===== config.mk =====
export PLATFORM = sky130hd
export DESIGN_NAME = pwm_multichannel
export DESIGN_NICKNAME = d
export VERILOG_FILES = /design/src/rtl/pwm_multichannel.sv
export SDC_FILE = /design/constraint.sdc
export NUM_CORES = 1
export LEC_CHECK = 0
export ABC_CLOCK_PERIOD_IN_PS = 4790
export CORE_UTILIZATION = 66
export CTS_BUF_LIST = sky130_fd_sc_hd__clkbuf_2
export DETAILED_ROUTE_END_ITERATION = 16
export PLACE_DENSITY_LB_ADDON = 0.12
export SETUP_SLACK_MARGIN = 0.02
export SLEW_MARGIN = 20
export SYNTH_ARGS = -nofsm -noshare
export SYNTH_HDL_FRONTEND = slang
export SYNTH_SLANG_ARGS = --single-unit

===== constraint.sdc =====
create_clock -name clk -period 4.79 [get_ports clk]
set_input_delay 0.958 -clock clk [delete_from_list [all_inputs] [get_ports clk]]
set_output_delay 0.958 -clock clk [all_outputs]
set_load 0.05 [all_outputs]

===== src/rtl/pwm_multichannel.sv =====
// Multichannel PWM generator. All channels share one prescaler and one period counter.
// Duty and mode changes are double-buffered and take effect only at a period boundary.
module pwm_multichannel #(
  parameter int CHANNELS        = 4,
  parameter int RESOLUTION_BITS = 8,
  parameter int PRESCALE_BITS   = 3,
  localparam int CH_W           = (CHANNELS > 1) ? $clog2(CHANNELS) : 1
) (
  input  logic                       clk,
  input  logic                       rst,
  input  logic                       center_mode,
  input  logic                       wr_en,
  input  logic [CH_W-1:0]            wr_ch,
  input  logic [RESOLUTION_BITS-1:0] wr_duty,
  output logic [CHANNELS-1:0]        pwm_out,
  output logic [RESOLUTION_BITS-1:0] cnt_value,
  output logic                       period_start,
  output logic                       mode_active
);

  localparam logic [RESOLUTION_BITS-1:0] MAX = '1;
  localparam logic [RESOLUTION_BITS-1:0] ONE = RESOLUTION_BITS'(1);

  logic [PRESCALE_BITS-1:0]   r_pre_cnt;
  logic [RESOLUTION_BITS-1:0] r_cnt;
  logic                       r_dir_down;
  logic                       r_mode_active;
  logic                       r_period_start;
  logic [CHANNELS-1:0]        r_pwm;
  logic [RESOLUTION_BITS-1:0] r_shadow [CHANNELS];
  logic [RESOLUTION_BITS-1:0] r_active [CHANNELS];

  logic                       w_tick;
  logic                       w_boundary;
  logic                       w_mode_switch;
  logic [RESOLUTION_BITS-1:0] w_cnt_next;
  logic                       w_dir_next;

  assign w_tick        = &r_pre_cnt;
  assign w_boundary    = w_tick && (r_mode_active ? (r_dir_down && (r_cnt == ONE))
                                                  : (r_cnt == MAX));
  assign w_mode_switch = w_boundary && (center_mode != r_mode_active);

  // Next counter value and direction; only consumed on a prescaler tick.
  always_comb begin
    w_cnt_next = r_cnt;
    w_dir_next = r_dir_down;
    if (w_mode_switch) begin
      w_cnt_next = '0;
      w_dir_next = 1'b0;
    end else if (!r_mode_active) begin
      w_cnt_next = r_cnt + ONE;
      w_dir_next = 1'b0;
    end else if (!r_dir_down) begin
      if (r_cnt == MAX) begin
        w_cnt_next = MAX - ONE;
        w_dir_next = 1'b1;
      end else begin
        w_cnt_next = r_cnt + ONE;
      end
    end else begin
      if (r_cnt == '0) begin
        w_cnt_next = ONE;
        w_dir_next = 1'b0;
      end else begin
        w_cnt_next = r_cnt - ONE;
        // Reaching 0 on the way down starts the next up-count.
        if (r_cnt == ONE) w_dir_next = 1'b0;
      end
    end
  end

  always_ff @(posedge clk) begin
    if (rst) begin
      r_pre_cnt      <= '0;
      r_cnt          <= '0;
      r_dir_down     <= 1'b0;
      r_mode_active  <= 1'b0;
      r_period_start <= 1'b0;
    end else begin
      r_pre_cnt      <= r_pre_cnt + PRESCALE_BITS'(1);
      r_period_start <= w_boundary;
      if (w_tick) begin
        r_cnt      <= w_cnt_next;
        r_dir_down <= w_dir_next;
      end
      if (w_boundary) r_mode_active <= center_mode;
    end
  end

  // Shadow writes to a nonexistent channel match no index and are dropped.
  always_ff @(posedge clk) begin
    if (rst) begin
      for (int i = 0; i < CHANNELS; i++) begin
        r_shadow[i] <= '0;
        r_active[i] <= '0;
      end
    end else begin
      for (int i = 0; i < CHANNELS; i++) begin
        if (wr_en && (wr_ch == CH_W'(i))) r_shadow[i] <= wr_duty;
        if (w_boundary) r_active[i] <= r_shadow[i];
      end
    end
  end

  always_ff @(posedge clk) begin
    if (rst) begin
      r_pwm <= '0;
    end else begin
      for (int i = 0; i < CHANNELS; i++) begin
        r_pwm[i] <= (r_cnt < r_active[i]);
      end
    end
  end

  assign pwm_out      = r_pwm;
  assign cnt_value    = r_cnt;
  assign period_start = r_period_start;
  assign mode_active  = r_mode_active;

endmodule


* Word level (Yosys, flattened, before mapping)
Memories as Yosys holds them, arrays and structs flattened.
Index checks and enable logic that the tools add are counted.
** Storage, ports and cells
- Register bits :: 18
- Memory bits (writable) :: 64
- Input bits :: 14
- Output and inout bits :: 14
- Logic and storage cells :: 76
- Memories kept :: 2
** Memories
- r_active :: words 4, bits a word 8, read ports 4, clocked after memory_dff 0, wr ports 4, RTL line 31 : logic [RESOLUTION_BITS-1:0] r_active [CHANNELS];
- r_shadow :: words 4, bits a word 8, read ports 4, clocked after memory_dff 0, wr ports 4, RTL line 30 : logic [RESOLUTION_BITS-1:0] r_shadow [CHANNELS];
** Operators by class
- Add/subtract/negate cells :: 3
- $lt $le $gt $ge :: 4
- Equal/unequal tests :: 6
- Mux-type cells :: 37
- Bitwise operators :: 8
- Reductions and logical operators :: 10
** Operator list (count)
- 2-to-1 mux 8 bit :: 13
- less-than comparator 8 bit :: 4
- 2-to-1 mux 1 bit :: 24
- adder 8 x 1 -> 8 bit, second input constant :: 1
- == test 8 x 1 -> 1 bit, second input constant :: 1
- == test 8 bit, second input constant :: 1
- logical NOT 8 bit :: 1
- OR 1 bit :: 8
- subtractor 8 x 1 -> 8 bit, second input constant :: 1
- logical AND 1 bit :: 7
- == test 2 bit, second input constant :: 2
- adder 3 x 1 -> 3 bit, second input constant :: 1
- AND reduction 3 bit :: 1
- == test 2 x 1 -> 1 bit, second input constant :: 1
- logical NOT 2 bit :: 1
- != test 1 bit :: 1

* Logic depth before layout (Yosys ltp)
Gate-level depths: netlist of the first run.
- Depth in word-level cells :: 8
- Gate-level depth with buffers :: 8

* Least setup slack after synthesis of the first run
No wires, ideal clock.
- Kind :: register to register
- Start point :: reg r_cnt[1] (netlist: cnt_value[1])
- End point :: mem r_active[0][0], enable pin
- Setup time :: 0.394 ns
- Data arrival time :: 2.469 ns
- Slack :: 1.927 ns
- Cell stages (with the launch flop) :: 6
- Path buffers :: 0
- Cells stage by stage :: dfxtp_1 -> ha_1 -> nand3_1 -> nor3_1 -> o21ai_2 -> nand2b_1
** RTL lines
- from (decl) :: RTL line 25 : logic [RESOLUTION_BITS-1:0] r_cnt;
- from (signal assigned) :: RTL line 84 : r_cnt <= w_cnt_next;
- to (decl) :: RTL line 31

* Final worst setup path of the first run
- Start point :: reg r_cnt[2] (netlist: cnt_value[2])
- End point :: out cnt_value[2]
** RTL lines
- to (decl) :: RTL line 16 : output logic [RESOLUTION_BITS-1:0] cnt_value,
No word-level cell between the ends.

==> results of run 1 <==
## worst paths after layout
kind / depth (start not counted) / end
worst min-delay path: 1 / r_pre_cnt[0]
worst max register to register: 6 / cnt_value[4]
worst max-delay path: 1 / cnt_value[2]
worst min register to register: 1 / r_pre_cnt[0]
## Yosys cell counts, types with 2 or more instances
cell / n
a211oi_1: 9
a21o_1: 13
a21oi_1: 4
a22o_1: 3
a31oi_1: 2
and2_1: 65
and4_1: 2
buf_2: 2
buf_6: 4
clkbuf_1: 5
dfxtp_1: 18
edfxtp_1: 64
ha_1: 34
inv_1: 38
nand2_1: 10
nand2b_1: 8
nand3_1: 3
nand4_1: 3
nor2_1: 16
nor2b_1: 2
nor3_1: 5
o211ai_1: 4
o21ai_0: 7
o21bai_1: 4
o22ai_1: 3
o31a_1: 5
o31ai_1: 2
o41ai_1: 2
or3_1: 2
xnor2_1: 3
## cell families after synthesis
logic type,count (synthesis)
AND/OR/NAND/NOR,123
flip-flops,82
AO/OA/AOI/OAI,69
buffers and inverters,50
adder cells (fa/ha/maj),34
XOR/XNOR,3
multiplexers,2
## cells in the final DEF (no fill, tap or decap), types with 9 or more instances in the layout
cell,count
a211oi_1,9
a21o_1,13
and2_1,65
clkbuf_2,9
clkdlybuf4s50_1,27
dfxtp_1,18
edfxtp_1,64
ha_1,34
inv_1,38
nand2_1,10
nor2_1,16
## layout make-up
cell class | count | area (um2) | area share [%]
clock buffer | 9 | 45.0 | 0.972
clock inverter | 7 | 83.8 | 1.81
inverter | 38 | 143 | 3.08
multi-input combinational | 231 | 1710 | 36.9
sequential | 82 | 2280 | 49.2
tap | 75 | 93.8 | 2.02
timing repair buffer | 28 | 278 | 5.99
## registers in the layout, summed over array words and instances, names as in the netlist
register      flops
r_active         32
r_shadow         32
r_pre_cnt         3
r_dir_down        1
pwm_out           4
cnt_value         8
period_start      1
mode_active       1
## metal layers
metal | part of all wire (%) | wire length (um)
met4 | 2.7 | 202
met1 | 44 | 3290
met3 | 4.8 | 360
met5 | 0 | 0
met2 | 48 | 3600
## power groups by stage
stage | registers (W) | logic (W) | clock network (W)
2_1_floorplan | 0.000832 | 0.0000409 | 0
3_3_place_gp | 0.000828 | 0.0000751 | 0
3_5_place_dp | 0.000829 | 0.0000782 | 0
4_1_cts | 0.000814 | 0.0000789 | 0.000405
5_1_grt | 0.000818 | 0.0000872 | 0.000428
6_report | 0.000813 | 0.0000783 | 0.000399
## metrics by stage
stage / instances / total power (W)
3_5_place_dp: 454 / 0.000908
3_3_place_gp: 454 / 0.000904
4_1_cts: 470 / 0.00130
2_1_floorplan: 363 / 0.000873
6_report: 470 / 0.00129
5_1_grt: 470 / 0.00133
==> impl_metrics.env, run 1 <==
export IMPL_place_hpwl_mm=5.24
export IMPL_cts_resized=0
export IMPL_synth_cells=363
export IMPL_synthMuxAreaShare_pct=0.505
export IMPL_antenna_found_initial=0
export IMPL_die_area_mm2=0.00671
export IMPL_pwr_density_cell_mw_per_mm2=279
export IMPL_syn_cell_area_mm2=0.00422
export IMPL_p_leak_nw=1.95
export IMPL_clockRootBuffer="clkbuf_2"
export IMPL_cp_startpoint="cnt_value[2]"
export IMPL_end_kind="output pin"
export IMPL_switching_share_pct=25.0
export IMPL_core_mm2=0.00603
export IMPL_peakVddDrop_mv=0.257
export IMPL_crit_required_ps=3830
export IMPL_die_h_um=81.9
export IMPL_clock_sinks=82
export IMPL_vias_per_cell=5.77
export IMPL_hold_start="r_pre_cnt[0]"
export IMPL_cts_tree="done"
export IMPL_internal_power_w=0.000968
export IMPL_ys_seq_area_share_pct=54.1
export IMPL_tns_ps=0
export IMPL_n_antenna_cell=0
export IMPL_insertion_delay_ps=560
export IMPL_pwr_share_comb_pct=6.1
export IMPL_gp_congestion=0.842
export IMPL_relSlewSlack_pct=41.5
export IMPL_worst_setup_path_start_kind="flop"
export IMPL_place_port_buffers=27
export IMPL_drc=0
export IMPL_report_final_slew_viol_count=0
export IMPL_crit_fanout=17
export IMPL_synth_top_family_by_area="simple AND/OR/NAND/NOR gates"
export IMPL_io_pins=28
export IMPL_regToRegSetupSlack_ps=2190
export IMPL_rsz0062_at_grt="false"
export IMPL_status="finished clean"
export IMPL_synthesis_nets=411
export IMPL_seq_power_share_pct=63.0
export IMPL_drtAntennaViolNets=0
export IMPL_synth_ff_type="edfxtp_1"
export IMPL_holdWs_ps=439
export IMPL_synth_area_per_cell_um2=11.6
export IMPL_post_cts_buffers=0
export IMPL_fin_crit_sh_pct=68.5
export IMPL_path_class="flop to output pin"
export IMPL_final_cell_area_mm2=0.00463
export IMPL_fin_skew_ps=14.3
export IMPL_hp_class="flop to flop"
export IMPL_start_util_pct=70.0
export IMPL_grt_max_degree=34
export IMPL_rr_startpoint="cnt_value[1]"
export IMPL_path_clk_slew_ps=240
export IMPL_grt_ovfl_total=0
export IMPL_crit_path_max_incr_delay_ps=930
export IMPL_netlist_area_leader_share_pct=45.6
export IMPL_power_share_clock_pct=30.9
export IMPL_synth_area_leaders="edfxtp_1 46%, ha_1 10%, and2_1 9.6%"
export IMPL_worstPathArrival_ps=2320
export IMPL_ys_ff_latch=82
export IMPL_row_count=28
export IMPL_fmax_mhz=305
export IMPL_maxCapViolations=0
export IMPL_initialDrtViolationCount=107
export IMPL_drt_pass1_iter_count=4
export IMPL_synth_compound_area_share_pct=12.1
export IMPL_crit_path_cell_trace="clkdlybuf4s50_1"
export IMPL_yosys_cell_types_count=51
export IMPL_gr_usage_met1_pct=31.7
export IMPL_synthXorXnorAreaFrac_pct=0.623
export IMPL_dp_slack_ps=1770
export IMPL_yosysTopAreaCell="edfxtp_1"
export IMPL_vias=2714
export IMPL_synthArstFlopShare_pct=0
export IMPL_period_needed_ps=3280
export IMPL_finalHoldViolations=0
export IMPL_routed_wl_mm=7.45
export IMPL_cts_hold_buf=0
export IMPL_grtUsageMet2_pct=41.3
export IMPL_grt_first_pass_wirelength_mm=12.1
export IMPL_drive_above_1_share_pct=6.33
export IMPL_fin_nets=438
export IMPL_setup_ws_ps=1510
export IMPL_yosys_area_share_simple_pct=17.2
export IMPL_wire_per_inst_um=15.9
export IMPL_grt_use_total_pct=25.3
export IMPL_syn_to_final_growth_pct=9.94
export IMPL_grt_busiest_layer="met2"
export IMPL_synth_edff_count=64
export IMPL_worst_pin_slew_ps=875
export IMPL_dpl_cell_area_mm2=0.00451
export IMPL_die_w_um=81.9
export IMPL_htree_levels=3
export IMPL_synth_fa_ha_area_share_pct=10.1
export IMPL_setup_viol=0
export IMPL_cp_top_family="buffers and inverters"
export IMPL_yosysWarnings=0
export IMPL_nFillCells=395
export IMPL_final_core_util_pct=76.9
export IMPL_switching_power_w=0.000323
export IMPL_critPathSlowestCell="clkdlybuf4s50_1"
export IMPL_use_met3_pct=5.11
export IMPL_cts_inserted_buffers=9
export IMPL_grt_pass1_vias=2508
export IMPL_cts_buffer_depth=2
export IMPL_path_buf_inv=1
No activity file was read; power rests on OpenSTA's default activity.
==> run 2, diff against run 1 <==
Settings changed: ABC_CLOCK_PERIOD_IN_PS 4790 to 2700, CORE_UTILIZATION 66 to 55.
Clock period 4.79 ns to 2.7 ns, I/O delays scaled along.
==> impl_metrics.env, run 2 (same netlist as run 1, synthesis figures left out) <==
export IMPL_status="finished clean"
export IMPL_rr_startpoint="cnt_value[0]"
export IMPL_end_kind="output pin"
export IMPL_fin_nets=451
export IMPL_drc=0
export IMPL_row_count=31
export IMPL_mostFrequentLayoutCell="and2_1"
export IMPL_internal_power_w=0.00173
export IMPL_wire_per_inst_um=15.1
export IMPL_p_leak_nw=2.05
export IMPL_met2_length_mm=3.63
export IMPL_drtAntennaViolNets=0
export IMPL_cts_buffer_depth=2
export IMPL_regToRegEndpoint="cnt_value[4]"
export IMPL_fin_skew_ps=38.7
export IMPL_worst_pin_slew_ps=757
export IMPL_clock_sinks=82
export IMPL_drive_above_1_share_pct=9.56
export IMPL_maxCapViolations=0
export IMPL_initialDrtViolationCount=108
export IMPL_gp_congestion=0.856
export IMPL_switching_share_pct=25.2
export IMPL_worst_setup_path_start_kind="flop"
export IMPL_n_antenna_cell=0
export IMPL_vias_per_cell=5.36
export IMPL_wl_met3_um=201
export IMPL_top_layer="met4"
export IMPL_pwr_density_cell_mw_per_mm2=484
export IMPL_vias=2717
export IMPL_hp_class="flop to flop"
export IMPL_start_util_pct=57.5
export IMPL_die_h_um=89.5
export IMPL_htree_levels=3
export IMPL_drt_pass1_iter_count=6
export IMPL_worstHoldEndpoint="r_pre_cnt[0]"
export IMPL_grt_max_degree=34
export IMPL_clockRootBuffer="clkbuf_2"
export IMPL_routed_wl_mm=7.65
export IMPL_place_port_buffers=27
export IMPL_cts_inserted_buffers=9
export IMPL_path_class="flop to output pin"
export IMPL_rsz0062_at_grt="false"
export IMPL_post_cts_buffers=0
export IMPL_grt_ovfl_total=0
export IMPL_period_needed_ps=2560
export IMPL_crit_fanout=8
export IMPL_path_clk_slew_ps=240
export IMPL_critPathSlowestCell="clkdlybuf4s50_1"
export IMPL_io_pins=28
export IMPL_die_area_mm2=0.00802
export IMPL_switching_power_w=0.000584
export IMPL_path_buf_inv=1
export IMPL_finalHoldViolations=0
export IMPL_report_final_slew_viol_count=0
export IMPL_core_mm2=0.00733
export IMPL_tns_ps=0
export IMPL_setup_viol=0
export IMPL_peakVddDrop_mv=0.302
export IMPL_grt_use_total_pct=21.4
export IMPL_insertion_delay_ps=560
export IMPL_die_w_um=89.5
export IMPL_worstPathArrival_ps=2020
export IMPL_relSlewSlack_pct=49.4
export IMPL_wl_met1_mm=3.70
export IMPL_crit_path_cell_trace="clkdlybuf4s50_1"
export IMPL_power_share_clock_pct=31.3
export IMPL_antenna_found_initial=0
export IMPL_grt_pass1_vias=2400
export IMPL_fin_crit_sh_pct=94.7
export IMPL_reg2regPathDepth=7
export IMPL_crit_required_ps=2160
export IMPL_regToRegSetupSlack_ps=400
export IMPL_place_hpwl_mm=5.51
export IMPL_fmax_mhz=391
export IMPL_power_w=0.00231
export IMPL_seq_power_share_pct=62.4
export IMPL_pwr_share_comb_pct=6.3
export IMPL_grt_first_pass_wirelength_mm=12.3
export IMPL_hold_start="r_pre_cnt[0]"
export IMPL_cp_top_family="buffers and inverters"
export IMPL_syn_to_final_growth_pct=13.5
export IMPL_crit_path_max_incr_delay_ps=880
export IMPL_layout_common_cells="65 x and2_1, 64 x edfxtp_1, 38 x inv_1"
export IMPL_whs_path_depth=1
export IMPL_cts_tree="done"
==> run 2: worst max-delay path by stage <==
stage                 startpoint             end  cells past startpoint
floorplan           cnt_value[1]  r_active[0][0]                      5
global placement             rst    cnt_value[3]                      6
detailed placement           rst    cnt_value[3]                      6
CTS                 cnt_value[4]    cnt_value[4]                      1
global route        cnt_value[5]    cnt_value[5]                      1
finish              cnt_value[5]    cnt_value[5]                      1
==> run 2: final cells by class <==
class / instances / area, um2
Multi-Input combinational cell: 231 / 1710
Clock buffer: 9 / 45.0
Fill cell: 580 / 2540
Timing Repair Buffer: 41 / 387
Inverter: 38 / 143
Clock inverter: 7 / 93.8
Tap cell: 99 / 124
Sequential cell: 82 / 2280
==> run 2: power groups by stage <==
stage          combinational [W]  clock (W)  sequential (W)
2_1_floorplan          0.0000728          0         0.00148
3_3_place_gp            0.000143          0         0.00147
3_5_place_dp            0.000148          0         0.00147
4_1_cts                 0.000149   0.000742         0.00144
5_1_grt                 0.000165   0.000794         0.00145
6_report                0.000146   0.000724         0.00144
==> run 2: metal layers <==
metal	GRT usage, %	vias up
met5	0	-
met4	8.80	0
met3	4.16	9
met2	33.7	64
met1	29.2	1264
li1	-	1380
==> run 2: through the flow <==
| step | std cells | hold WS [ps] | setup slack, ps | utilization, % | area [um2] |
|---|---|---|---|---|---|
| floorplan | 363 | 399 | 188 | - | 4220 |
| global placement | 491 | 411 | 456 | 63.4 | 4650 |
| detailed placement | 491 | 420 | 420 | 63.4 | 4650 |
| CTS | 507 | 447 | 47.4 | 65.3 | 4780 |
| global route | 507 | 482 | 85.2 | 65.3 | 4790 |
| finish | 507 | 448 | 144 | 65.3 | 4790 |
==> run 2: worst register-to-register path: cells and delay by family (launching register included) <==
kind	cells	cell delay [ps]
buf+inv	1	190
fa+ha+maj	1	270
compound gates	4	920
flops	1	560
simple gates	1	250
==> run 2: repair_timing <==
item                                    in CTS  in global routing
endpoints found under the hold margin        0                  0
endpoints found under the setup margin       3                  1
gates resized for setup                      3                  1
hold buffers                                 0                  0
